## config.mk

```make
export PLATFORM = sky130hd
export DESIGN_NAME = booth4_seq_mult
export DESIGN_NICKNAME = d
export VERILOG_FILES = /design/src/rtl/booth4_seq_mult.sv
export SDC_FILE = /design/constraint.sdc
export NUM_CORES = 1
export LEC_CHECK = 0
export CAP_MARGIN = 25
export CELL_PAD_IN_SITES_DETAIL_PLACEMENT = 1
export CELL_PAD_IN_SITES_GLOBAL_PLACEMENT = 1
export CORE_MARGIN = 3
export CORE_UTILIZATION = 37
export CTS_CLUSTER_DIAMETER = 150
export CTS_CLUSTER_SIZE = 24
export DETAILED_ROUTE_END_ITERATION = 8
export MAX_ROUTING_LAYER = met4
export PLACE_DENSITY_LB_ADDON = 0.1
export SYNTH_ARGS = -nofsm -noshare
export SYNTH_HDL_FRONTEND = slang
export SYNTH_SLANG_ARGS = --single-unit
```

## constraint.sdc

```tcl
create_clock -name clk -period 2.8 [get_ports clk]
set_input_delay 0.56 -clock clk [delete_from_list [all_inputs] [get_ports clk]]
set_output_delay 0.56 -clock clk [all_outputs]
set_load 0.005 [all_outputs]
```

## src/rtl/booth4_seq_mult.sv

```systemverilog
// booth4_seq_mult: iterative radix-4 Booth multiplier.
// One Booth digit is retired per clock. The multiples {0, +A, +2A, -A, -2A}
// are formed at operand width. A shift-right-2 accumulator adds each
// multiple at the top of a wide window, so the whole product stays exact.
// is_signed chooses between two's-complement and unsigned operands.
// It is applied once, when the operands are extended at accept.

module booth4_seq_mult #(
  parameter int WIDTH = 8
) (
  input  logic                 clk,
  input  logic                 rst,
  input  logic                 start,
  input  logic                 is_signed,
  input  logic [WIDTH-1:0]     a,
  input  logic [WIDTH-1:0]     b,
  output logic                 busy,
  output logic                 done,
  output logic [2*WIDTH-1:0]   product
);

  // Number of Booth digits. The extended multiplier is WIDTH+2 bits wide,
  // so the digit count is the same in signed and unsigned mode.
  localparam int N  = WIDTH / 2 + 1;
  // Width of a signed multiple (covers +/-2*A_x with A_x at WIDTH+1 bits).
  localparam int MW = WIDTH + 3;
  // Upper accumulator window: one guard bit above a multiple. This leaves
  // headroom for the running partial sum.
  localparam int HW = WIDTH + 4;
  // Lower window: every digit is shifted down by two bits. After N digits
  // the first digit has reached bit 0.
  localparam int LW = 2 * N;
  localparam int AW = HW + LW;
  localparam int CW = $clog2(N + 1);

  generate
    if ((WIDTH % 2) != 0 || WIDTH < 4) begin : g_bad_width
      $error("booth4_seq_mult: WIDTH must be even and >= 4");
    end
  endgenerate

  typedef enum logic [1:0] {
    IDLE = 2'd0,
    RUN  = 2'd1,
    DONE = 2'd2
  } state_t;

  state_t state;
  state_t state_next;

  // Latched operands. b_sh carries B_x with the implicit B_x[-1]=0 at bit 0.
  logic [WIDTH:0]        a_x;
  logic [WIDTH+2:0]      b_sh;
  logic [CW-1:0]         cnt;
  logic signed [AW-1:0]  acc;

  // Operand extension and datapath terms.
  logic [WIDTH:0]        ext_a;
  logic [WIDTH+2:0]      ext_b;
  logic [2:0]            digit;
  logic [MW-1:0]         m1;
  logic [MW-1:0]         m2;
  logic [MW-1:0]         mult;
  logic signed [AW-1:0]  add_term;
  logic signed [AW-1:0]  acc_sum;
  logic signed [AW-1:0]  acc_next;
  logic                  last_step;
  logic                  accept;

  assign ext_a = {is_signed & a[WIDTH-1], a};
  assign ext_b = {{2{is_signed & b[WIDTH-1]}}, b, 1'b0};

  assign digit = b_sh[2:0];
  assign m1    = {{2{a_x[WIDTH]}}, a_x};
  assign m2    = {m1[MW-2:0], 1'b0};

  assign accept    = (state == IDLE) && start;
  assign last_step = (state == RUN) && (cnt == CW'(N - 1));

  // Select the Booth multiple for the digit currently at the bottom of b_sh.
  always_comb begin
    mult = '0;
    unique case (digit)
      3'b001, 3'b010: mult = m1;
      3'b011:         mult = m2;
      3'b100:         mult = -m2;
      3'b101, 3'b110: mult = -m1;
      default:        mult = '0;
    endcase
  end

  // Add the multiple at the top of the window, then shift the sum down two bits.
  always_comb begin
    add_term = {mult[MW-1], mult, {LW{1'b0}}};
    acc_sum  = acc + add_term;
    acc_next = acc_sum >>> 2;
  end

  // State register.
  always_ff @(posedge clk) begin
    if (rst) begin
      state <= IDLE;
    end else begin
      state <= state_next;
    end
  end

  // Next-state logic: accept in IDLE, retire N digits, pulse DONE for one cycle.
  always_comb begin
    state_next = state;
    unique case (state)
      IDLE:    if (start) state_next = RUN;
      RUN:     if (last_step) state_next = DONE;
      DONE:    state_next = IDLE;
      default: state_next = IDLE;
    endcase
  end

  // Operand latching, digit retirement and the product register.
  always_ff @(posedge clk) begin
    if (rst) begin
      a_x     <= '0;
      b_sh    <= '0;
      cnt     <= '0;
      acc     <= '0;
      product <= '0;
    end else if (accept) begin
      a_x  <= ext_a;
      b_sh <= ext_b;
      cnt  <= '0;
      acc  <= '0;
    end else if (state == RUN) begin
      acc  <= acc_next;
      b_sh <= {2'b00, b_sh[WIDTH+2:2]};
      cnt  <= cnt + CW'(1);
      if (last_step) begin
        product <= acc_next[2*WIDTH-1:0];
      end
    end
  end

  assign busy = (state == RUN);
  assign done = (state == DONE);

endmodule

```

==> impl_metrics.toml, run 1 <==
[outcome]
status = "finished, violations left"
failed_checks = "setup timing"

[route]
met2_length_um = 4980
vias = 3324
met3_length_um = 292
drt_iter0_markers = 116
wl_met1_um = 4720
postRouteAntennaNets = 0
top_layer_used = "met4"
wl_per_cell_um = 16.5
wirelength_um = 10100
dr.pass1.iters = 4
vias_per_cell = 5.44
route.detailed.drc = 0

[clock_tree]
cts.reportedPaths.clkPinSlew_ns = 0.08
clk-insertion-delay-late_ns = 0.34
cts-buffers-inserted = 9
clock-sinks = 58
cts-root-buf = "clkbuf_8"
htree_levels = 3
clockBufferDepth = 2
cts_tree = "built"
ctsHoldBuffers = 0

[synthesis]
synth.avg_cell_area_um2 = 7.58
syn-cell-area_um2 = 3230
synth_cells = 426
yosysWarnings = 0
ys_seq_area_share_pct = 36.0
synthTopCellsByArea = "dfxtp_1, nand2_1, a21oi_1, ha_1, o21ai_0"
yosysTopAreaCellShare_pct = 36.0
syn-num-nets = 461
yosysMostFrequentCell = "nand2_1"
yosys.area.top_type = "dfxtp_1"
async_flop_share_pct = 0
synthTopCellsByCount = "nand2_1, dfxtp_1, a21oi_1"
synth_edf_count = 0
synth_ff_type = "dfxtp_1"
ys_ff_latch = 58
synth.distinct_cells = 52

[setup_path]
cp-start-kind = "flop"
critPathLaunch = "a_x[1]"
crit_path_cell_trace = "inv_2 -> ha_4 -> or3b_4 -> nand2_2 -> xnor2_2 -> a21oi_2 -> o211ai_1 -> ha_1 -> and3_1 -> a22oi_2 -> a211oi_1 -> or4_1 -> nand3_1"
crit_path_end = "acc[17]"
slowest_stage = "or4_1"
arrival_ns = 3.09
crit_type = "reg2reg"
crit_required_ns = 3.09
end_kind = "flop"
rr_startpoint = "a_x[1]"
crit_fanout = 3
worstReg2RegEnd = "acc[17]"
r2r_slack_ns = -0.003
r2r_cells = 13
critPathMaxStageDelay_ns = 0.48

[hold_path]
hold_class = "reg2reg"
hold_start = "product[8]"

[sta]
finalWorstSetupSlack_ns = -0.00347
slew_headroom_pct = 54.9
worst_pin_slew_ns = 0.676
timing.fmax_ghz = 0.357
fin_crit_ns = 2.80
grt_setup_unrepaired = "yes"
skew_ns = 0.0122
slew_viol_final = 0
final-setup-viol-count = 1
final-hold-violation-count = 0
fin_crit_sh_pct = 100

[floorplanning]
num_rows = 33
start_util_pct = 38.7
dieArea_um2 = 9890
core-area_um2 = 8340
fp.dieW_um = 99.4
num_io_pins = 38
die_y_um = 99.4

[global_routing]
first_global_vias = 3529
grt_pass1_wl_um = 17300
grt_overflow = 0
antenna_found_initial = 0
grtUsageTotal_pct = 22.1
grt_max_degree = 32

[placed_design]
placement.io_buffers = 37
gp_congestion = 0.888
place_ws_ns = -0.0706
place_hpwl_um = 7590
place_area_um2 = 3990

[power]
p_per_area_nw_per_um2 = 503
peakVddDrop_v = 0.000217
clkPwrFrac_pct = 36.6
leakagePower_nw = 1.65
pwr-share-seq_pct = 41.0
combPwrFrac_pct = 22.4
p_sw_share_pct = 30.8
intPower_mw = 1.50
p_switching_mw = 0.665

[final_layout]
area_growth_pct = 33.1
drive_gt1_share_pct = 19.0
final_util_pct = 51.5
antenna_cells = 0
final_nets = 536
fin_area_um2 = 4300

[flow_run]
cap_violations = 0
layout by cell type, fill, tap and decap left out, drive strengths merged, types with 8 or more instances in the layout:
master,synthesis,routed
nor2,24,24
ha,14,14
xnor2,8,8
inv,14,16
a21oi,54,54
clkdlybuf4s50,0,37
nor3,9,9
nand3,14,14
o22ai,9,9
dfxtp,58,58
o21ai,25,25
nand2,96,96
buf,11,50
clkbuf,12,9
power by group through the flow:
stage,combinational (mW),sequential (mW),clock [mW]
finish,0.483,0.886,0.792
global route,0.535,0.892,0.859
CTS,0.465,0.885,0.821
detailed placement,0.459,0.904,0
global placement,0.447,0.901,0
floorplan,0.270,0.894,0
state kept, by name, indices dropped and copies added (netlist names):
| name | flops |
|---|---|
| cnt | 3 |
| a_x | 9 |
| product | 16 |
| acc | 18 |
| b_sh | 10 |
| state | 2 |
worst max-delay path: cells and delay by family (launching register included):
family / cells / cell delay [ns]
xor+xnor: 1 / 0.13
fa+ha+maj: 2 / 0.44
simple gates: 5 / 1.23
flops: 1 / 0.33
buf+inv: 1 / 0.07
compound gates: 4 / 0.54
logic make-up (layout without fill, tap and decap cells):
kind of cell	count (synthesis)	count (layout)	synth area share, %
compound gates	131	131	24.8
fa+ha+maj	15	15	6.04
mux	3	3	0.969
simple gates	166	166	23.3
buf+inv	38	118	4.92
xor+xnor	15	15	4.07
flops	58	58	36.0
worst min-delay path by stage:
stage                       endpoint  slack [ns]  depth (start not counted)
final                     product[8]        0.46                          2
after global routing      product[0]        0.49                          2
after CTS                 product[0]        0.46                          2
after detailed placement  product[0]        0.45                          2
after global placement    product[7]        0.44                          2
after floorplan           product[0]        0.43                          2
routing by layer:
layer  vias up  track usage, %
met2        52            36.6
met1      1611            28.2
met3        10            3.58
met4         0            5.67
met5         -               -
li1       1651               -
stage by stage:
| stage | power, mW | hold slack (ns) | TNS [ns] | instances |
|---|---|---|---|---|
| after CTS | 2.17 | 0.462 | -0.0584 | 610 |
| after detailed placement | 1.36 | 0.453 | -0.150 | 593 |
| final | 2.16 | 0.461 | -0.00347 | 611 |
| after floorplan | 1.16 | 0.432 | 0 | 426 |
| after global routing | 2.29 | 0.491 | -0.843 | 611 |
| after global placement | 1.35 | 0.443 | 0 | 593 |
final cells by class:
type / count / area [um2]
inverter: 15 / 56.3
clock inverter: 7 / 76.3
clock buffer: 9 / 124
timing repair buffer: 87 / 746
multi-input combinational: 330 / 1990
fill: 1029 / 4040
sequential: 58 / 1170
tap: 105 / 131
timing repair:
item                                   4_1_cts  5_1_grt
setup endpoints to repair                    4       12
endpoints found under the hold margin        0        0
gates cloned                                 0        0
setup buffers                                1        1
resized for setup                            3       27
pin swaps                                    1       11
Power figures use the tool's default switching activity.
==> run 2: changes to the inputs <==
--- a/config.mk
+++ b/config.mk
@@ -15,6 +15,7 @@
 export DETAILED_ROUTE_END_ITERATION = 8
 export MAX_ROUTING_LAYER = met4
 export PLACE_DENSITY_LB_ADDON = 0.1
+export SLEW_MARGIN = 20
 export SYNTH_ARGS = -nofsm -noshare
 export SYNTH_HDL_FRONTEND = slang
 export SYNTH_SLANG_ARGS = --single-unit
==> results of run 2 <==
Final layout, timing and power as in run 1 (identical DEF).
==> run 3: changes to the inputs <==
--- a/config.mk
+++ b/config.mk
@@ -8,6 +8,7 @@
 export CAP_MARGIN = 25
 export CELL_PAD_IN_SITES_DETAIL_PLACEMENT = 1
 export CELL_PAD_IN_SITES_GLOBAL_PLACEMENT = 1
+export CORE_ASPECT_RATIO = 0.75
 export CORE_MARGIN = 3
 export CORE_UTILIZATION = 37
 export CTS_CLUSTER_DIAMETER = 150
==> impl_metrics.toml, run 3 (synthesized netlist as in run 1, its figures left out) <==
[outcome]
status = "finished, violations left"
failed_checks = "setup timing"

[power]
leakagePower_nw = 1.70
p_per_area_nw_per_um2 = 544
peakVddDrop_v = 0.000381
power.total_mw = 2.45

[sta]
fin_crit_sh_pct = 106
fin_crit_ns = 2.97
worst_pin_slew_ns = 0.733
final-setup-viol-count = 10
finalSetupTns_ns = -0.755
slew_viol_final = 0
skew_ns = 0.00795
slew_headroom_pct = 51.0
final-hold-violation-count = 0
whs_ns = 0.452
grt_setup_unrepaired = "yes"
finalWorstSetupSlack_ns = -0.175
timing.fmax_ghz = 0.336

[route]
dr.pass1.iters = 4
wirelength_um = 11600
vias_per_cell = 5.61
wl_met1_um = 5550
vias = 3426
top_layer_used = "met4"
route.detailed.drc = 0
wl_per_cell_um = 19.0
met2_length_um = 5440
postRouteAntennaNets = 0
met3_length_um = 424
drt_iter0_markers = 185

[clock_tree]
cts-buffers-inserted = 9
clockBufferDepth = 2
ctsHoldBuffers = 0
cts-root-buf = "clkbuf_16"
clk-insertion-delay-late_ns = 0.33
cts_tree = "built"
clock-sinks = 58
htree_levels = 3
cts.reportedPaths.clkPinSlew_ns = 0.05

[hold_path]
hold_class = "reg2reg"

[global_routing]
grt_overflow = 0
grt_pass1_wl_um = 17900
grtUsageTotal_pct = 23.5
antenna_found_initial = 0
first_global_vias = 3568
grt_max_degree = 32

[final_layout]
nFillCells = 1013
regMostFlops = "acc"
largest_register_ff_count = 18
final_common_cell = "nand2_1"
area_growth_pct = 39.7
drive_gt1_share_pct = 21.5
final_cell_mix = "nand2_1, dfxtp_1, buf_4"
top_regs = "acc: 18 flops, product: 16 flops, b_sh: 10 flops"
antenna_cells = 0
final_nets = 537

[floorplanning]
fp.dieW_um = 114
num_rows = 28
core-area_um2 = 8200
die_y_um = 86.9
num_io_pins = 38
dieArea_um2 = 9900
start_util_pct = 39.4

[flow_run]
cap_violations = 0

[placed_design]
gp_congestion = 0.885
placement.io_buffers = 37
place_hpwl_um = 7680

[setup_path]
crit_required_ns = 3.01
crit_type = "reg2reg"
arrival_ns = 3.18
end_kind = "flop"
cp-start-kind = "flop"
crit_fanout = 5
[run 3: cell types whose count changed in the layout (fill, tap and decap cells not counted), sizes merged]
cell and delta:
inv -2, clkinvlp -1, clkinv -1, buf +1
clkbuf +4, bufinv -1
[run 3: timing repair]
action / in CTS / in global routing
setup endpoints to repair: 8 / 12
buffers inserted: 2 / 3
gates resized for setup: 23 / 29
pin swaps: 9 / 23
[run 3: power breakdown]
group	leakage, nW	switching (mW)	total [mW]	internal [mW]
Sequential	0.473	0.0328	0.890	0.857
Combinational	1.10	0.296	0.544	0.248
Clock	0.132	0.380	1.02	0.640
Total	1.70	0.709	2.45	1.75
[run 3: final timing paths]
kind / from / end / slack (ns) / cells after the start
hold / removal: product[5] / product[5] / 0.45 / 2
setup reg to reg: a_x[3] / acc[18] / -0.17 / 13
setup / recovery: a_x[3] / acc[18] / -0.17 / 13
hold reg to reg: product[5] / product[5] / 0.45 / 2
[run 3: worst max-delay path: stages (launching register included)]
cell and delay [ns]:
dfxtp_2 0.36, nor3_4 0.29, buf_4 0.16, nand3b_1 0.10, buf_4 0.16, o21ai_0 0.23
a22oi_1 0.15, o21ai_1 0.11, buf_4 0.15, ha_2 0.32, a21oi_1 0.23, o21ai_0 0.17
o311ai_1 0.35, o21ai_1 0.09
[run 3: layout make-up]
type                    instances  area [um2]  share of cell area [%]
inverters                      15        56.3                    1.25
clock buffers                  13         260                    5.77
well taps                     105         131                    2.91
clock inverters                 2        12.5                   0.277
repair buffers                 88         761                    16.9
flip-flops and latches         58        1170                    25.8
multi-input cells             330        2120                    47.1
[run 3: per-layer routing]
layer	global-route usage, %	vias up
li1	-	1656
met1	30.1	1697
met2	38.2	57
met3	4.10	16
met4	7.12	0
met5	-	-
[run 3: through the flow]
step | instance area, um2 | setup slack, ns | instances | utilization, %
floorplan | 3230 | 0.00994 | 426 | -
global placement | 3980 | -0.00671 | 592 | 48.6
detailed placement | 3980 | -0.120 | 592 | 48.6
CTS | 4360 | -0.0335 | 609 | 53.1
global route | 4510 | -0.270 | 611 | 55.0
finish | 4510 | -0.175 | 611 | 55.0
